==> src/rtl/serial_sub_2.sv <==
// Multi-cycle two's-complement subtractor: A - B two bits per clock, LSB slice first,
// using A + ~B + 1 with a start/ready/busy/done handshake.
module serial_sub_2 #(
  parameter int WIDTH = 32
) (
  input  logic             clock,
  input  logic             reset,
  input  logic             start,
  input  logic [WIDTH-1:0] data_operandA,
  input  logic [WIDTH-1:0] data_operandB,
  output logic             ready,
  output logic             busy,
  output logic             done,
  output logic [WIDTH-1:0] result,
  output logic             carry_out,
  output logic             overflow
);

  localparam int SLICES = WIDTH / 2;
  localparam int CW     = (SLICES > 1) ? $clog2(SLICES) : 1;

  typedef enum logic [1:0] {IDLE, RUN, DONE} state_t;

  state_t           r_state;
  state_t           w_nextState;
  logic [WIDTH-1:0] r_a;
  logic [WIDTH-1:0] r_bn;
  logic             r_carry;
  logic [CW-1:0]    r_count;
  logic [WIDTH-1:0] r_result;
  logic             r_carryOut;
  logic             r_overflow;

  logic             w_accept;
  logic             w_lastSlice;
  logic [CW:0]      w_bitLo;
  logic [CW:0]      w_bitHi;
  logic             w_s0;
  logic             w_s1;
  logic             w_cMid;
  logic             w_cOut;

  // Starts are only honoured while ready, i.e. outside RUN.
  assign w_accept    = start && (r_state != RUN);
  assign w_lastSlice = (r_count == CW'(SLICES - 1));
  assign w_bitLo     = {r_count, 1'b0};
  assign w_bitHi     = {r_count, 1'b1};

  assign {w_cMid, w_s0} = {1'b0, r_a[w_bitLo]} + {1'b0, r_bn[w_bitLo]} + {1'b0, r_carry};
  assign {w_cOut, w_s1} = {1'b0, r_a[w_bitHi]} + {1'b0, r_bn[w_bitHi]} + {1'b0, w_cMid};

  always_ff @(posedge clock) begin
    if (reset) r_state <= IDLE;
    else       r_state <= w_nextState;
  end

  always_comb begin
    w_nextState = r_state;
    case (r_state)
      IDLE:    if (start) w_nextState = RUN;
      RUN:     if (w_lastSlice) w_nextState = DONE;
      DONE:    w_nextState = start ? RUN : IDLE;
      default: w_nextState = IDLE;
    endcase
  end

  always_comb begin
    ready = (r_state != RUN);
    busy  = (r_state == RUN);
    done  = (r_state == DONE);
  end

  // Datapath: capture on accept, then one 2-bit slice per RUN cycle; flags latch on the last slice.
  always_ff @(posedge clock) begin
    if (reset) begin
      r_a        <= '0;
      r_bn       <= '0;
      r_carry    <= 1'b0;
      r_count    <= '0;
      r_result   <= '0;
      r_carryOut <= 1'b0;
      r_overflow <= 1'b0;
    end else if (w_accept) begin
      r_a      <= data_operandA;
      r_bn     <= ~data_operandB;
      r_carry  <= 1'b1;
      r_count  <= '0;
      r_result <= '0;
    end else if (r_state == RUN) begin
      r_result[w_bitLo +: 2] <= {w_s1, w_s0};
      r_carry                <= w_cOut;
      if (w_lastSlice) begin
        r_carryOut <= w_cOut;
        r_overflow <= w_cMid ^ w_cOut;
      end else begin
        r_count <= r_count + CW'(1);
      end
    end
  end

  assign result    = r_result;
  assign carry_out = r_carryOut;
  assign overflow  = r_overflow;

endmodule

==> config.mk <==
export PLATFORM = sky130hd
export DESIGN_NAME = serial_sub_2
export DESIGN_NICKNAME = d
export VERILOG_FILES = /design/src/rtl/serial_sub_2.sv
export SDC_FILE = /design/constraint.sdc
export NUM_CORES = 1
export LEC_CHECK = 0
export CORE_MARGIN = 2
export CORE_UTILIZATION = 30
export CTS_BUF_LIST = sky130_fd_sc_hd__clkbuf_16
export DETAILED_ROUTE_END_ITERATION = 8
export SKIP_CTS_REPAIR_TIMING = 1
export SYNTH_ARGS = -nofsm -noshare
export SYNTH_HDL_FRONTEND = slang
export SYNTH_SLANG_ARGS = --single-unit
==> constraint.sdc <==
create_clock -name clock -period 4.4 [get_ports clock]
set_input_delay 0.88 -clock clock [delete_from_list [all_inputs] [get_ports clock]]
set_output_delay 0.88 -clock clock [all_outputs]
set_load 0.005 [all_outputs]
# == Word level (Yosys, flattened, before mapping) ==
# Cells that the tools add are included.
# op_classes
add_sub_neg,6
n_mul,0
div,0
magnitude_cmp,2
eq_ne,6
n_shift,2
mux,15
n_bitwise,4
n_reduce_logical,7
# op_table
op,count
32-bit bitwise mux,1
32-bit NOT,1
2-bit by 7-bit variable shift with 32-bit output (first input constant),1
2-bit by 7-bit variable part select with 32-bit output,1
1-bit binary-select mux with 4-bit select,4
5-bit by 6-bit less-than comparator with 1-bit output (second input constant),2
1-bit two-way mux,7
5-bit negation with 7-bit output,1
2-bit case mux with 3 select lines,1
1-bit by 1-bit adder with 2-bit output,2
2-bit by 1-bit adder with 2-bit output,2
4-bit by 1-bit adder with 4-bit output (second input constant),1
4-bit equality test (second input constant),1
2-bit two-way mux,2
2-bit by 1-bit != test with 1-bit output (second input constant),2
2-bit AND reduction,2
3-bit AND reduction,1
2-bit by 1-bit equality test with 1-bit output (second input constant),1
2-bit equality test (second input constant),1
2-bit zero test,1
2-bit != test (second input constant),1
1-bit NOT,2
2-bit nonzero test,1
2-bit OR reduction,1
other kinds (2),2
# word_totals
register_bits,105
latchBits,0
ramBits,0
romBits,0
input_bits,67
output_inout_bits,37
memories,0

# == Depth between registers and ports, before layout ==
# depth
depth_word,7
ltp_mapped,11
mapped_depth_nobuf,9

# == Least setup slack after synthesis ==
# No wires, ideal clock.
# synth_path
path_kind,register to register
startpoint,register r_count[0]
endpoint,register r_result[15] (netlist: result[15])
setup_time_ns,0.123
t_arrival_ns,2.812
required_time_ns,4.277
slack_ns,1.464
path_stages_with_launch,10
path_buffers,2
synth_period_minus_slack_ns,2.936
path_cell_list,dfxtp_1 buf_6 buf_6 mux4_2 a221oi_2 fa_1 inv_1 fa_1 and4b_1 mux2_1
# synth_between
elab_chain_cells,7
elab_cells_between_ends,16
classes_between,add/sub (5); shift (2); mux (9)
# synth_rtl
item,line,source
from (decl),29,logic [CW-1:0] r_count;
from (signal assigned),96,r_count <= r_count + CW'(1);
1-bit binary-select mux with 4-bit select,49,"assign {w_cMid, w_s0} = {1'b0, r_a[w_bitLo]} + {1'b0, r_bn[w_bitLo]} + {1'b0, r_carry};"
1-bit two-way mux (implied by the code),49,
1-bit by 1-bit adder with 2-bit output,49,
2-bit by 1-bit adder with 2-bit output,49,
2-bit by 1-bit adder with 2-bit output,50,"assign {w_cOut, w_s1} = {1'b0, r_a[w_bitHi]} + {1'b0, r_bn[w_bitHi]} + {1'b0, w_cMid};"
2-bit by 7-bit variable part select with 32-bit output,90,"r_result[w_bitLo +: 2] <= {w_s1, w_s0};"
32-bit bitwise mux (*),90,
"to (signal, indexed assignment)",90,
to (decl),30,logic [WIDTH-1:0] r_result;
# Mark *: on every way between the ends. The rest lies on a longest branch, timed or not. The select of a mux whose other input is x is not followed.
# A chain may end at the register's enable or synchronous reset.

# == Worst setup path in the final report ==
# Same ends and word-level chain as after synthesis.

==> results.sh <==
export IMPL_final_common_cell="dfxtp_1"
export IMPL_start_util_pct=30.77
export IMPL_gp_congestion=0.7975
export IMPL_final_hold_violation_count=0
export IMPL_worst_slew_pin_slew_ps=1001
export IMPL_seq_area_frac_synth_pct=44.78
export IMPL_dp_hpwl_mm=8.396
export IMPL_syn_instance_count=484
export IMPL_first_pass_iters=4
export IMPL_tns_ps=0
export IMPL_io_pins=104
export IMPL_path_class="register to register"
export IMPL_clockBufferDepth=2
export IMPL_syn_area_mm2=0.004695
export IMPL_fill_cells=1538
export IMPL_cp_start_kind="register"
export IMPL_synth_top_cells_by_area="dfxtp_1 45%, nand2_1 7.9%, mux4_2 7.7%"
export IMPL_powerDensity_mw_per_mm2=354.3
export IMPL_relSlewSlack_pct=33.11
export IMPL_drv_cap=0
export IMPL_grt_max_degree=97
export IMPL_ys_ff_latch=105
export IMPL_cts_htree_levels=3
export IMPL_p_clk_share_pct=39.7
export IMPL_clock_fmax_mhz=296.3
export IMPL_yosysTopAreaCell="dfxtp_1"
export IMPL_cts_tree="yes"
export IMPL_fp_row_count=45
export IMPL_arrival_ps=3620
export IMPL_grt_pass1_vias=3699
export IMPL_pre_cts_slack_ps=987.1
export IMPL_rsz0062_at_grt="no"
export IMPL_cp_max_fo=17
export IMPL_core_area_mm2=0.01526
export IMPL_synth_fp_nets=557
export IMPL_cts_root_buf="clkbuf_16"
export IMPL_cts_made_buffers=9
export IMPL_yosysTopAreaCellShare_pct=44.78
export IMPL_crit_path_end_kind="register"
export IMPL_diodes=0
export IMPL_dp_cells=766
export IMPL_finalSetupViolCount=0
export IMPL_slew_violations=0
export IMPL_clk_pin_slew_worst_paths_ps=70
export IMPL_fin_skew_ps=6.989
export IMPL_r2r_start="r_count[0]"
export IMPL_clock_sinks=105
export IMPL_via_per_inst=4.731
export IMPL_stdcell_area_mm2=0.006088
export IMPL_drive_above_1_share_pct=11.21
export IMPL_fin_crit_sh_pct=76.70
export IMPL_wl_mm=11.29
export IMPL_multiInputGateArea_mm2=0.002331
export IMPL_via_count=3700
export IMPL_fp_dieH_um=129.1
export IMPL_p_sw_share_pct=24.36
export IMPL_grt_use_total_pct=13.78
export IMPL_register_area_mm2=0.002103
export IMPL_p_seq_share_pct=47.7
export IMPL_antenna_found_initial=0
export IMPL_critPathLaunch="r_count[0]"
export IMPL_r2r_setup_slack_ps=1030
export IMPL_die_width_um=129.1
export IMPL_fin_crit_ps=3375
export IMPL_worstRegToRegCells=8
export IMPL_final_cell_mix="104 x dfxtp_1, 102 x clkdlybuf4s50_1, 99 x nand2_1"
export IMPL_clkLatencyLatePin_ps=350
export IMPL_status="finished clean"
export IMPL_p_int_mw=1.631
export IMPL_area_delta_synth_final_pct=29.69
export IMPL_required_ps=4640
export IMPL_fin_cells=782
export IMPL_endpoint="result[15]"
export IMPL_ys_warn_count=0
export IMPL_postRouteAntennaNets=0
export IMPL_ir_worst_vdd_uv=189.2
export IMPL_layout_nets=639
export IMPL_r2r_end="result[15]"
export IMPL_min_path_type="register to register"
export IMPL_place_port_buffers=103
export IMPL_pwr_share_comb_pct=12.6
export IMPL_switching_power_mw=0.5254
export IMPL_overflow=0
export IMPL_syn_area_per_cell_um2=9.699
export IMPL_drcViolationCount=0
export IMPL_setup_slack_ps=1025
export IMPL_cellLeakagePower_nw=2.260
export IMPL_placed_area_mm2=0.005769
export IMPL_grt_first_pass_wirelength_mm=18.09
export IMPL_die_area_mm2=0.01667
export IMPL_dr_first_iter_drc_count=122
export IMPL_detail_route_wl_per_cell_um=14.43
export IMPL_yosysUniqueCellTypes=48
==> power by group through the flow <==
stage / combinational, mW / sequential [mW] / clock (mW)
final: 0.273 / 1.03 / 0.856
after global placement: 0.268 / 1.05 / 0
after floorplan: 0.190 / 1.03 / 0
after global routing: 0.300 / 1.03 / 0.916
after CTS: 0.274 / 1.03 / 0.879
after detailed placement: 0.273 / 1.05 / 0
==> state kept, by name, summed over array words and instances (netlist names) <==
register   cells
r_bn          32
result        32
r_state        2
overflow       1
r_count        4
r_a           32
r_carry        1
carry_out      1
==> layer usage <==
metal / vias up / GRT usage [%] / share of wire (%)
met2: 107 / 22.88 / 47
li1: 1842 / - / -
met3: 16 / 3.633 / 4.5
met1: 1735 / 17.77 / 47
met5: - / 0 / 0
met4: 0 / 3.900 / 1.9
==> per-stage QoR <==
step / hold WS (ps) / util (%) / power [mW]
floorplan: 433.1 / - / 1.225
detailed placement: 447.1 / 37.81 / 1.323
CTS: 456.7 / 39.90 / 2.182
finish: 456.3 / 39.90 / 2.157
global route: 472.8 / 39.90 / 2.249
global placement: 443.7 / 37.81 / 1.318
==> layout make-up <==
cell class,count,share of cell area (%)
Clock buffer,9,3.699
Clock inverter,7,1.541
Tap cell,211,4.336
Inverter,6,0.3699
Multi-Input combinational cell,338,38.29
Timing Repair Buffer,106,17.22
Sequential cell,105,34.55
==> Yosys cell counts, drive strengths merged <==
master,number
a211oi,32
a21oi,38
a221oi,2
a22o,2
a22oi,4
a311oi,1
and2,10
and3,3
and4,1
and4b,1
buf,25
clkbuf,10
dfxtp,105
fa,2
ha,4
inv,6
mux2,8
mux2i,24
mux4,16
nand2,99
nand2b,6
nand3,9
nand3b,3
nand4,3
nand4b,1
nor2,48
nor2b,3
nor3,4
nor4b,1
o21ai,4
o32a,1
or2,1
xnor2,5
xor2,2
==> worst max-delay path, cell delays in order (launching register included) <==
cell      delay, ps
dfxtp_2         720
mux4_2          580
a22o_1          250
a221oi_2        230
fa_1            260
inv_1            70
fa_1            580
and4b_1         270
mux2_1          300
==> how the worst min path moves through the flow <==
stage / endpoint / slack [ps] / from / cells after the start
final: result[14] / 460 / result[14] / 2
after floorplan: r_a[12] / 430 / r_a[12] / 2
after detailed placement: r_a[7] / 450 / r_a[7] / 2
after global routing: r_a[9] / 470 / r_a[9] / 2
after CTS: r_a[7] / 460 / r_a[7] / 2
after global placement: r_a[6] / 440 / r_a[6] / 2
==> kinds of logic (layout without fill, tap and decap cells) <==
| group | Yosys count | count (layout) | share of synthesized area, % |
|---|---|---|---|
| simple gates | 193 | 193 | 18.90 |
| fa+ha+maj | 6 | 6 | 1.919 |
| compound gates | 84 | 84 | 12.82 |
| buf+inv | 41 | 128 | 5.570 |
| flops | 105 | 105 | 44.78 |
| mux | 48 | 48 | 14.71 |
| xor+xnor | 7 | 7 | 1.306 |
(Power assumes the default switching activity.)
